## config.mk

```make
export PLATFORM = sky130hd
export DESIGN_NAME = imm_ext_pipe
export DESIGN_NICKNAME = d
export VERILOG_FILES = /design/src/rtl/imm_ext_pipe.sv
export SDC_FILE = /design/constraint.sdc
export NUM_CORES = 1
export LEC_CHECK = 0
export BUFFER_PORTS_ARGS = -buffer_cell sky130_fd_sc_hd__buf_2
export CAP_MARGIN = 20
export CORE_UTILIZATION = 57
export DETAILED_ROUTE_END_ITERATION = 6
export GPL_ROUTABILITY_DRIVEN = 0
export GPL_TIMING_DRIVEN = 0
export PLACE_DENSITY_LB_ADDON = 0.12
export SETUP_SLACK_MARGIN = 0.3
export SLEW_MARGIN = 20
export SYNTH_ARGS = -nofsm -noshare
export SYNTH_HDL_FRONTEND = slang
export SYNTH_SLANG_ARGS = --single-unit
```

## constraint.sdc

```tcl
create_clock -name clk -period 2.58 [get_ports clk]
set_clock_uncertainty 0.05 [all_clocks]
set_input_delay 0.258 -clock clk [delete_from_list [all_inputs] [get_ports clk]]
set_output_delay 0.258 -clock clk [all_outputs]
set_load 0.05 [all_outputs]
```

## src/rtl/imm_ext_pipe.sv

```systemverilog
// Registered immediate extender for the decode->execute boundary: five widening
// modes, pass-through tag, valid/ready handshake with a two-entry skid buffer.
module imm_ext_pipe #(
    parameter int IMM_W    = 16,
    parameter int DATA_W   = 32,
    parameter int BR_SHIFT = 2,
    parameter int TAG_W    = 8
) (
    input  logic              clk,
    input  logic              rst,
    input  logic              flush,
    input  logic              in_valid,
    output logic              in_ready,
    input  logic [IMM_W-1:0]  in_imm,
    input  logic [2:0]        in_op,
    input  logic [TAG_W-1:0]  in_tag,
    output logic              out_valid,
    input  logic              out_ready,
    output logic [DATA_W-1:0] out_imm,
    output logic [TAG_W-1:0]  out_tag,
    output logic              out_err
);
    localparam int PAD_W = DATA_W - IMM_W;

    typedef enum logic [1:0] {
        EMPTY = 2'd0,
        ONE   = 2'd1,
        FULL  = 2'd2
    } state_t;

    state_t             state_reg;
    logic [DATA_W-1:0]  m_imm_reg, s_imm_reg;
    logic [TAG_W-1:0]   m_tag_reg, s_tag_reg;
    logic               m_err_reg, s_err_reg;

    logic [DATA_W-1:0]  sext_imm;
    logic [DATA_W-1:0]  ext_imm_next;
    logic               ext_err_next;
    logic               accept;
    logic               pop;

    assign sext_imm = {{PAD_W{in_imm[IMM_W-1]}}, in_imm};

    // Extension happens before the register so the output side is a plain flop.
    always_comb begin
        ext_imm_next = '0;
        ext_err_next = 1'b0;
        case (in_op)
            3'd0:    ext_imm_next = {{PAD_W{1'b0}}, in_imm};
            3'd1:    ext_imm_next = sext_imm;
            3'd2:    ext_imm_next = {in_imm, {PAD_W{1'b0}}};
            3'd3:    ext_imm_next = sext_imm << BR_SHIFT;
            3'd4:    ext_imm_next = '0;
            default: ext_err_next = 1'b1;
        endcase
    end

    // Ready depends only on occupancy, never on out_ready.
    assign in_ready  = !rst && (state_reg != FULL);
    assign out_valid = (state_reg != EMPTY);
    assign out_imm   = m_imm_reg;
    assign out_tag   = m_tag_reg;
    assign out_err   = m_err_reg;

    assign accept = in_valid && in_ready;
    assign pop    = out_valid && out_ready;

    always_ff @(posedge clk) begin
        if (rst) begin
            state_reg <= EMPTY;
            m_imm_reg <= '0;
            m_tag_reg <= '0;
            m_err_reg <= 1'b0;
            s_imm_reg <= '0;
            s_tag_reg <= '0;
            s_err_reg <= 1'b0;
        end else if (flush) begin
            // Payload registers keep their contents; only occupancy is dropped.
            state_reg <= EMPTY;
        end else begin
            case (state_reg)
                EMPTY: begin
                    if (accept) begin
                        m_imm_reg <= ext_imm_next;
                        m_tag_reg <= in_tag;
                        m_err_reg <= ext_err_next;
                        state_reg <= ONE;
                    end
                end
                ONE: begin
                    if (accept && pop) begin
                        m_imm_reg <= ext_imm_next;
                        m_tag_reg <= in_tag;
                        m_err_reg <= ext_err_next;
                    end else if (accept) begin
                        s_imm_reg <= ext_imm_next;
                        s_tag_reg <= in_tag;
                        s_err_reg <= ext_err_next;
                        state_reg <= FULL;
                    end else if (pop) begin
                        state_reg <= EMPTY;
                    end
                end
                FULL: begin
                    if (pop) begin
                        m_imm_reg <= s_imm_reg;
                        m_tag_reg <= s_tag_reg;
                        m_err_reg <= s_err_reg;
                        state_reg <= ONE;
                    end
                end
                default: state_reg <= EMPTY;
            endcase
        end
    end
endmodule

```

# Word-level counts from Yosys, hierarchy flattened
# Cells that the tools add are included.
[totals] ff_bits=84 in_bits=32 output_inout_bits=43 elab_cells=55
[op_classes] n_eq_ne=12 mux=20 bitwise=2 n_reduce_logical=14
[ops] cell="$pmux 32 s4" n=1
[ops] cell="$mux 32" n=3
[ops] cell="$pmux 32 s3" n=1
[ops] cell="$mux 8" n=3
[ops] cell="$pmux 8 s3" n=1
[ops] cell="$mux 2" n=5
[ops] cell="$ne 2x2->1 const B" n=5
[ops] cell="$reduce_and 4->1" n=2
[ops] cell="$eq 3x2->1 const B" n=2
[ops] cell="$pmux 2 s3" n=1
[ops] cell="$reduce_and 5->1" n=1
[ops] cell="$reduce_or 5->1" n=1
[ops] cell="$logic_and 1x1->1" n=4
[ops] cell="$mux 1" n=4
[ops] cell="$eq 3x1->1 const B" n=1
[ops] cell="$eq 3x3->1 const B" n=1
[ops] cell="$logic_not 3->1" n=1
[ops] cell="$ne 3x3->1 const B" n=1
[ops] cell="$pmux 1 s3" n=1
[ops] cell="$reduce_bool 3->1" n=1
[ops] cell="$eq 2x1->1 const B" n=1
[ops] cell="$eq 2x2->1 const B" n=1
[ops] cell="$logic_not 2->1" n=1
[ops] cell="$not 1->1" n=2
[ops] cell="other kinds (3)" n=3

# Longest topological paths before layout
# Gate-level depths: netlist of run 1.
[logic_depth] depth_word=6 ltp_mapped=6 mapped_depth_nobuf=4

# Worst setup path before layout of run 1
# Ideal clock, no wire load.
[synth_timing] path_type="reg2out" startpoint="register state_reg[1]" endpoint="output port in_ready" arrival_ps=1487 required_time_ps=2272 slack_ps=785 path_stages_with_launch=5 n_path_buf=2 cell_sequence="dfxtp_1 nor2b_1 clkbuf_1 clkbuf_1 nor2_1"
[synth_via] elab_chain_cells=2
[synth_rtl] item="start: declaration" line_no="31" rtl="state_t state_reg;"
[synth_rtl] item="start signal: assignment" line_no="70" rtl="state_reg <= EMPTY;"
[synth_rtl] item="start signal: assignment" line_no="79" rtl="state_reg <= EMPTY;"
[synth_rtl] item="start signal: assignment" line_no="87" rtl="state_reg <= ONE;"
[synth_rtl] item="$ne 2x2->1" line_no="59" rtl="assign in_ready = !rst && (state_reg != FULL);"
[synth_rtl] item="$logic_and 1x1->1" line_no="59"
[synth_rtl] item="end: declaration" line_no="13" rtl="output logic in_ready,"
# No other way between the ends.

# Worst setup path after layout of run 1
[layout_timing] startpoint="register state_reg[1]" endpoint="register m_imm_reg[8] (netlist: out_imm[8])"
[layout_via] elab_chain_cells=6 elab_cells_between_ends=15
[layout_rtl] item="$ne 2x2->1" line_no="59"
[layout_rtl] item="$logic_and 1x1->1" line_no="59"
[layout_rtl] item="$logic_and 1x1->1" line_no="65" rtl="assign accept = in_valid && in_ready;"
[layout_rtl] item="$logic_and 1x1->1" line_no="91" rtl="if (accept && pop) begin"
[layout_rtl] item="$ne 2x2->1 (no line)"
[layout_rtl] item="$reduce_and 5->1 (no line)"
[layout_rtl] item="end signal: assignment" line_no="84" rtl="m_imm_reg <= ext_imm_next;"
[layout_rtl] item="end signal: assignment" line_no="92" rtl="m_imm_reg <= ext_imm_next;"
[layout_rtl] item="end signal: assignment" line_no="106" rtl="m_imm_reg <= s_imm_reg;"
[layout_rtl] item="end: declaration" line_no="32" rtl="logic [DATA_W-1:0] m_imm_reg, s_imm_reg;"
# Several ways; a longest one is shown, not always the timed one.
# A chain may end at the register's enable or synchronous reset.

==> out/metrics.yaml, run 1 <==
die:
  die_w_um: 82.39
  coreArea_um2: 6061
  num_rows: 28
  start_util_pct: 60.78
  pin_count: 75
  die_y_um: 82.39
  dieArea_um2: 6788
synthesis:
  seq_area_frac_synth_pct: 45.65
  ys_async_sr_fraction_pct: 0
  ys_ff_latch: 84
  yosys.area.top_type: "dfxtp_1"
  syn_area_um2: 3684
  synth.most_common_cell: "nand2_1"
  ys_types: 30
  synth_nets: 524
  synthCells: 492
  synth_common_cells: "nand2_1, dfxtp_1, a21oi_1"
  synth_area_leaders: "dfxtp_1, nand2_1, a21oi_1"
  synth_top_flop_cell: "dfxtp_1"
  synth_edf_count: 0
  synth_area_per_cell_um2: 7.487
  yosys_warnings: 0
  synth_top_area_share_pct: 45.65
sta:
  period_minus_slack_ns: 2.135
  slew_headroom_pct: 61.50
  setup_tns_ns: 0
  slew_viol_final: 0
  finalSetupViolations: 0
  max_freq_mhz: 468.3
  worst_pin_slew_ns: 0.5776
  hold_viol: 0
  finalHoldWorstSlack_ns: 0.06919
  fin_crit_sh_pct: 82.76
  rsz0062_at_grt: "false"
worst_setup_path:
  path_max_fanout: 10
  startpoint: "state_reg[1]"
  worst_setup_path_start_kind: "flop"
  crit_arrival_ns: 2.35
  path_class: "flop to flop"
  cp.required_ns: 2.80
  ff2ff_setup_slack_ns: 0.44
  endpoint: "out_imm[8]"
  timing.rr.start: "state_reg[1]"
  reg2reg_depth: 6
  setup.worst_path.end_class: "flop"
  timing.rr.end: "out_imm[8]"
clocking:
  cts_max_path_buffers: 2
  cts_buffers: 9
  cts_sinks: 84
  cts_hold_buf: 0
  cts-root-buf: "clkbuf_8"
  path_clk_slew_ns: 0.08
  h-tree-depth: 3
  cts_tree: "done"
  clk_latency_ns: 0.36
pwr:
  leakagePower_nw: 1.625
  p_per_area_nw_per_um2: 625.1
  ir_worst_vdd_uv: 468.4
place:
  portBuffers: 73
  place_hpwl_mm: 7.375
worst_hold_path:
  hold_class: "input port to flop"
status:
  status: "finished clean"
finish:
  nets: 608
  seq_area_um2: 1682
  drive_gt1_share_pct: 16.18
  diodes: 0
  syn_to_final_growth_pct: 18.27
  fillers: 532
  multi_input_area_um2: 1822
route:
  ant_nets: 0
  dr.pass1.iters: 5
  drcViolationCount: 0
  viasPerCell: 5.965
  drt_iter0_drc: 271
  num_vias: 3913
  wirelength_mm: 10.55
  wl_per_cell_um: 16.08
flow_run:
  maxCapViolations: 0
global_route:
  grt_pass1_wl_mm: 16.30
  gr-total-overflow: 0
  antenna_found_initial: 0
  grt_max_degree: 14
  first_global_vias: 3435
  track_usage_pct: 32.28
[how the worst min path moves through the flow]
| stage | slack [ns] | to | start | cells after the start |
|---|---|---|---|---|
| 3_3_place_gp | 0.39 | s_imm_reg[16] | s_imm_reg[16] | 2 |
| 2_1_floorplan | 0.28 | state_reg[0] | flush | 1 |
| 3_5_place_dp | 0.40 | s_err_reg | s_err_reg | 2 |
| 4_1_cts | 0.06 | state_reg[1] | out_ready | 2 |
| 5_1_grt | 0.06 | state_reg[1] | out_ready | 2 |
| 6_report | 0.07 | state_reg[1] | out_ready | 2 |
[layout by cell type, fill, tap and decap left out, drive strengths merged, types with 2 or more instances in the layout]
master      n
a21oi      63
a311oi     12
a31oi      27
a32o       12
buf        78
clkbuf     55
clkinvlp    2
dfxtp      84
inv         2
mux2i       3
nand2     156
nand2b      4
nand3       7
nand3b     14
nor2       16
nor2b       2
o21ai      29
or3         2
[metal layers]
metal	share of wire (%)	vias to the layer above	GRT usage, %
li1	-	1877	-
met1	43	1821	40.71
met2	47	192	53.72
met3	8.0	23	7.253
met4	1.8	0	11.93
met5	0	-	0
[metrics by stage]
stage / instance area, um2 / worst slack, ns / power (mW) / utilization (%) / cells
floorplan: 3684 / 0.7853 / 1.652 / - / 492
global placement: 4143 / 0.5504 / 1.765 / 68.35 / 640
detailed placement: 4143 / 0.5051 / 1.773 / 68.35 / 640
CTS: 4348 / 0.3928 / 2.716 / 71.74 / 656
global route: 4357 / 0.3155 / 2.802 / 71.88 / 656
finish: 4357 / 0.4448 / 2.724 / 71.88 / 656
[logic make-up after synthesis]
family | after synthesis | synth area share (%)
AND/OR/NAND/NOR | 209 | 24.32
AO/OA/AOI/OAI | 147 | 24.15
flip-flops | 84 | 45.65
buffers and inverters | 49 | 5.061
multiplexers | 3 | 0.8152
[cell type report]
type | instances | share of cell area (%)
flip-flops and latches | 84 | 38.60
clock buffers | 13 | 3.647
well taps | 75 | 2.154
inverters | 2 | 0.1723
multi-input cells | 359 | 41.82
clock inverters | 3 | 1.034
plain buffers | 47 | 4.193
repair buffers | 73 | 8.386
[worst max-delay path, cell delays in order, from the launching register on]
cell,delay [ns]
dfxtp_1,0.45
nor4bb_1,0.39
a41o_1,0.17
buf_2,0.24
clkbuf_1,0.38
o21ai_0,0.14
a31oi_1,0.22
[where the power goes]
group / leakage [nW] / total (mW) / internal (mW) / switching, mW
logic: 0.848 / 0.401 / 0.109 / 0.293
registers: 0.681 / 1.35 / 1.33 / 0.0181
clock network: 0.0959 / 0.972 / 0.502 / 0.471
[repair_timing]
item / CTS / global route
setup endpoints to repair: 1 / 5
buffers inserted: 0 / 0
resized for setup: 1 / 4
(Power assumes the default switching activity.)
==> inputs of run 2 (changes only) <==
Settings changed: ABC_AREA set to 1, CORE_UTILIZATION 57 to 50.
Clock period 2.58 ns to 1.9 ns, I/O delays scaled along.
==> run 2 against run 1 <==
Total power grew 44%; sequential power is 37% higher; critical path depth down 1; wire length rose by 12%; clock power rose by 37%; design area is 19% higher; via count increased by 13%; count of clock-buffer cells in the layout down 3; largest power group unchanged.
==> out/metrics.yaml, run 2 <==
place:
  portBuffers: 73  # unchanged
  dp_cells: 833  # +30%
  place_hpwl_mm: 8.277  # +12%
status:
  status: "finished clean"
route:
  dr.pass1.iters: 5  # unchanged
  viasPerCell: 5.092  # -15%
  wl_per_cell_um: 13.56  # -16%
  num_vias: 4440  # +13%
  wirelength_mm: 11.83  # +12%
  ant_nets: 0  # unchanged
  drt_iter0_drc: 357  # +32%
  drcViolationCount: 0  # unchanged
clocking:
  h-tree-depth: 3  # unchanged
  cts_tree: "done"
  clk_latency_ns: 0.36  # about the same
  cts-root-buf: "clkbuf_8"
  cts_max_path_buffers: 2  # unchanged
  cts_sinks: 84  # unchanged
  cts_buffers: 9  # unchanged
  path_clk_slew_ns: 0.10  # +0.02 ns
synthesis:
  synth_common_cells: "nand2_1, nor2_1, dfxtp_1"
  synth_area_leaders: "dfxtp_1, nand2_1, nor2_1"
  synthCells: 658  # +34%
  synth_nets: 690  # +32%
  ys_async_sr_fraction_pct: 0  # unchanged
  syn_area_um2: 4079  # +11%
  synth.most_common_cell: "nand2_1"
  synth_top_area_share_pct: 41.23  # -4.4 points
  yosys_warnings: 0  # unchanged
  seq_area_frac_synth_pct: 41.23  # -4.4 points
  synth_area_per_cell_um2: 6.199  # -17%
  synth_edf_count: 0  # unchanged
  ys_types: 23  # -23%
  synth_top_flop_cell: "dfxtp_1"
  yosys.area.top_type: "dfxtp_1"
  ys_ff_latch: 84  # unchanged
global_route:
  track_usage_pct: 27.12  # -5.2 points
  gr-total-overflow: 0  # unchanged
  grt_pass1_wl_mm: 17.95  # +10%
  antenna_found_initial: 0  # unchanged
  grt_max_degree: 16  # +2
  first_global_vias: 3730  # +8.6%
worst_setup_path:
  worst_path_largest_cell_delay_ns: 0.36  # -0.09 ns
  path_max_fanout: 5  # -5
  path_cells: "buf_4, nor2_4, buf_6, nor2_2, buf_6"
  ff2ff_setup_slack_ns: 0.33  # -0.11 ns
  cp_common_cell: "buf_6"
  crit_arrival_ns: 1.34  # -1.01 ns
  cp.required_ns: 1.66  # -1.14 ns
  startpoint: "state_reg[0]"
  worst_setup_path_start_kind: "flop"
  cpMaxStageDelayCell: "dfxtp_4"
  timing.rr.start: "state_reg[0]"
  timing.rr.end: "out_imm[16]"
  endpoint: "in_ready"
  reg2reg_depth: 9  # +3
  path_class: "flop to output port"
  setup.worst_path.end_class: "output port"
pwr:
  ir_worst_vdd_uv: 324.4  # -31%
  p_per_area_nw_per_um2: 752.6  # +20%
  totalPowerFinal_mw: 3.912  # +44%
  leakagePower_nw: 2.766  # +70%
finish:
  nets: 797  # +31%
  layout_commonest_cell: "nand2_1"
  diodes: 0  # unchanged
  seq_area_um2: 1689  # +0.45%
  fillers: 746  # +40%
  stdcell_count: 872  # +33%
  mostFrequentLayoutCells: "nand2_1, nor2_1, dfxtp_1, buf_2, inv_1"
  syn_to_final_growth_pct: 27.45
  drive_gt1_share_pct: 21.04  # +4.9 points
  fin_util_pct: 66.59  # -5.3 points
  multi_input_area_um2: 2116  # +16%
die:
  die_y_um: 92.32  # +12%
  pin_count: 75  # unchanged
  coreArea_um2: 7807  # +29%
  start_util_pct: 52.24  # -8.5 points
  dieArea_um2: 8523  # +26%
  die_w_um: 92.32  # +12%
  num_rows: 32  # +14%
worst_hold_path:
  hp-start: "in_tag[2]"
  hold_class: "input port to flop"
sta:
  slew_headroom_pct: 64.78  # +3.3 points
  hold_viol: 0  # unchanged
  period_minus_slack_ns: 1.585
  max_freq_mhz: 631.1
  finalSetupViolations: 0  # unchanged
  slew_viol_final: 0  # unchanged
  setup_tns_ns: 0  # unchanged
  fin_crit_sh_pct: 83.40
  worst_pin_slew_ns: 0.5283  # -0.04926 ns
  rsz0062_at_grt: "true"
flow_run:
  maxCapViolations: 0  # unchanged
-- run 2: changes by cell type after synthesis, moves of 21 or more --
cell / before / now
nor2_1: 16 / 166
nand2_1: 156 / 207
o21ai_0: 29 / 50
a21oi_1: 63 / 8
a31oi_1: 27 / 1
inv_1: 2 / 57
clkbuf_1: 41 / 15
-- run 2: logic make-up after synthesis --
family                 after synthesis  share of synthesized area [%]
buffers and inverters               97                          9.448
AND/OR/NAND/NOR                    401                          38.68
AO/OA/AOI/OAI                       67                          8.436
multiplexers                         9                          2.209
flip-flops                          84                          41.23
-- run 2: repair_timing --
action | CTS | global route
pin swaps | 1 | 9
endpoints found under the setup margin | 81 | 84
hold buffers | 2 | 0
resized for setup | 39 | 36
buffers inserted | 1 | 15
gates cloned | 0 | 5
hold endpoints to repair | 1 | 0
-- run 2: per-stage QoR --
stage               area (um2)  worst slack, ns  hold WS [ns]
global route              5199           0.2542       0.02141
floorplan                 4079           0.3584        0.2091
finish                    5199           0.3154       0.01113
global placement          4572          0.07095        0.3729
CTS                       4916           0.2474      0.003420
detailed placement        4572          0.04064        0.3823
-- run 2: layer usage --
metal | up-vias | share of wire [%] | GRT usage [%]
li1 | 2229 | - | -
met1 | 1961 | 47 | 39.50
met2 | 225 | 43 | 40.43
met3 | 25 | 8.0 | 3.284
met4 | 0 | 2.2 | 11.07
met5 | - | 0 | 0
-- run 2: cell type report --
| class | instances | share of cell area, % |
|---|---|---|
| Buffer | 37 | 4.934 |
| Clock buffer | 10 | 2.455 |
| Clock inverter | 6 | 1.396 |
| Inverter | 60 | 4.332 |
| Multi-Input combinational cell | 478 | 40.70 |
| Sequential cell | 84 | 32.49 |
| Tap cell | 102 | 2.455 |
| Timing Repair Buffer | 95 | 11.24 |
-- run 2: how the worst min path moves through the flow --
stage	to	slack [ns]	cells past startpoint
after floorplan	s_err_reg	0.21	1
after global placement	s_imm_reg[22]	0.37	2
after detailed placement	s_imm_reg[22]	0.38	2
after CTS	s_tag_reg[2]	0.003	3
after global routing	s_tag_reg[2]	0.02	3
final	s_tag_reg[2]	0.01	3
-- run 2: critical path, delay by kind of cell (launching register included) --
kind / cells / cell delay, ns
buf+inv: 3 / 0.41
flops: 1 / 0.36
simple gates: 2 / 0.20
-- run 2: report_power, final --
group | internal (mW) | switching, mW
logic | 0.213 | 0.521
registers | 1.82 | 0.0297
clock network | 0.622 | 0.708
total | 2.65 | 1.26
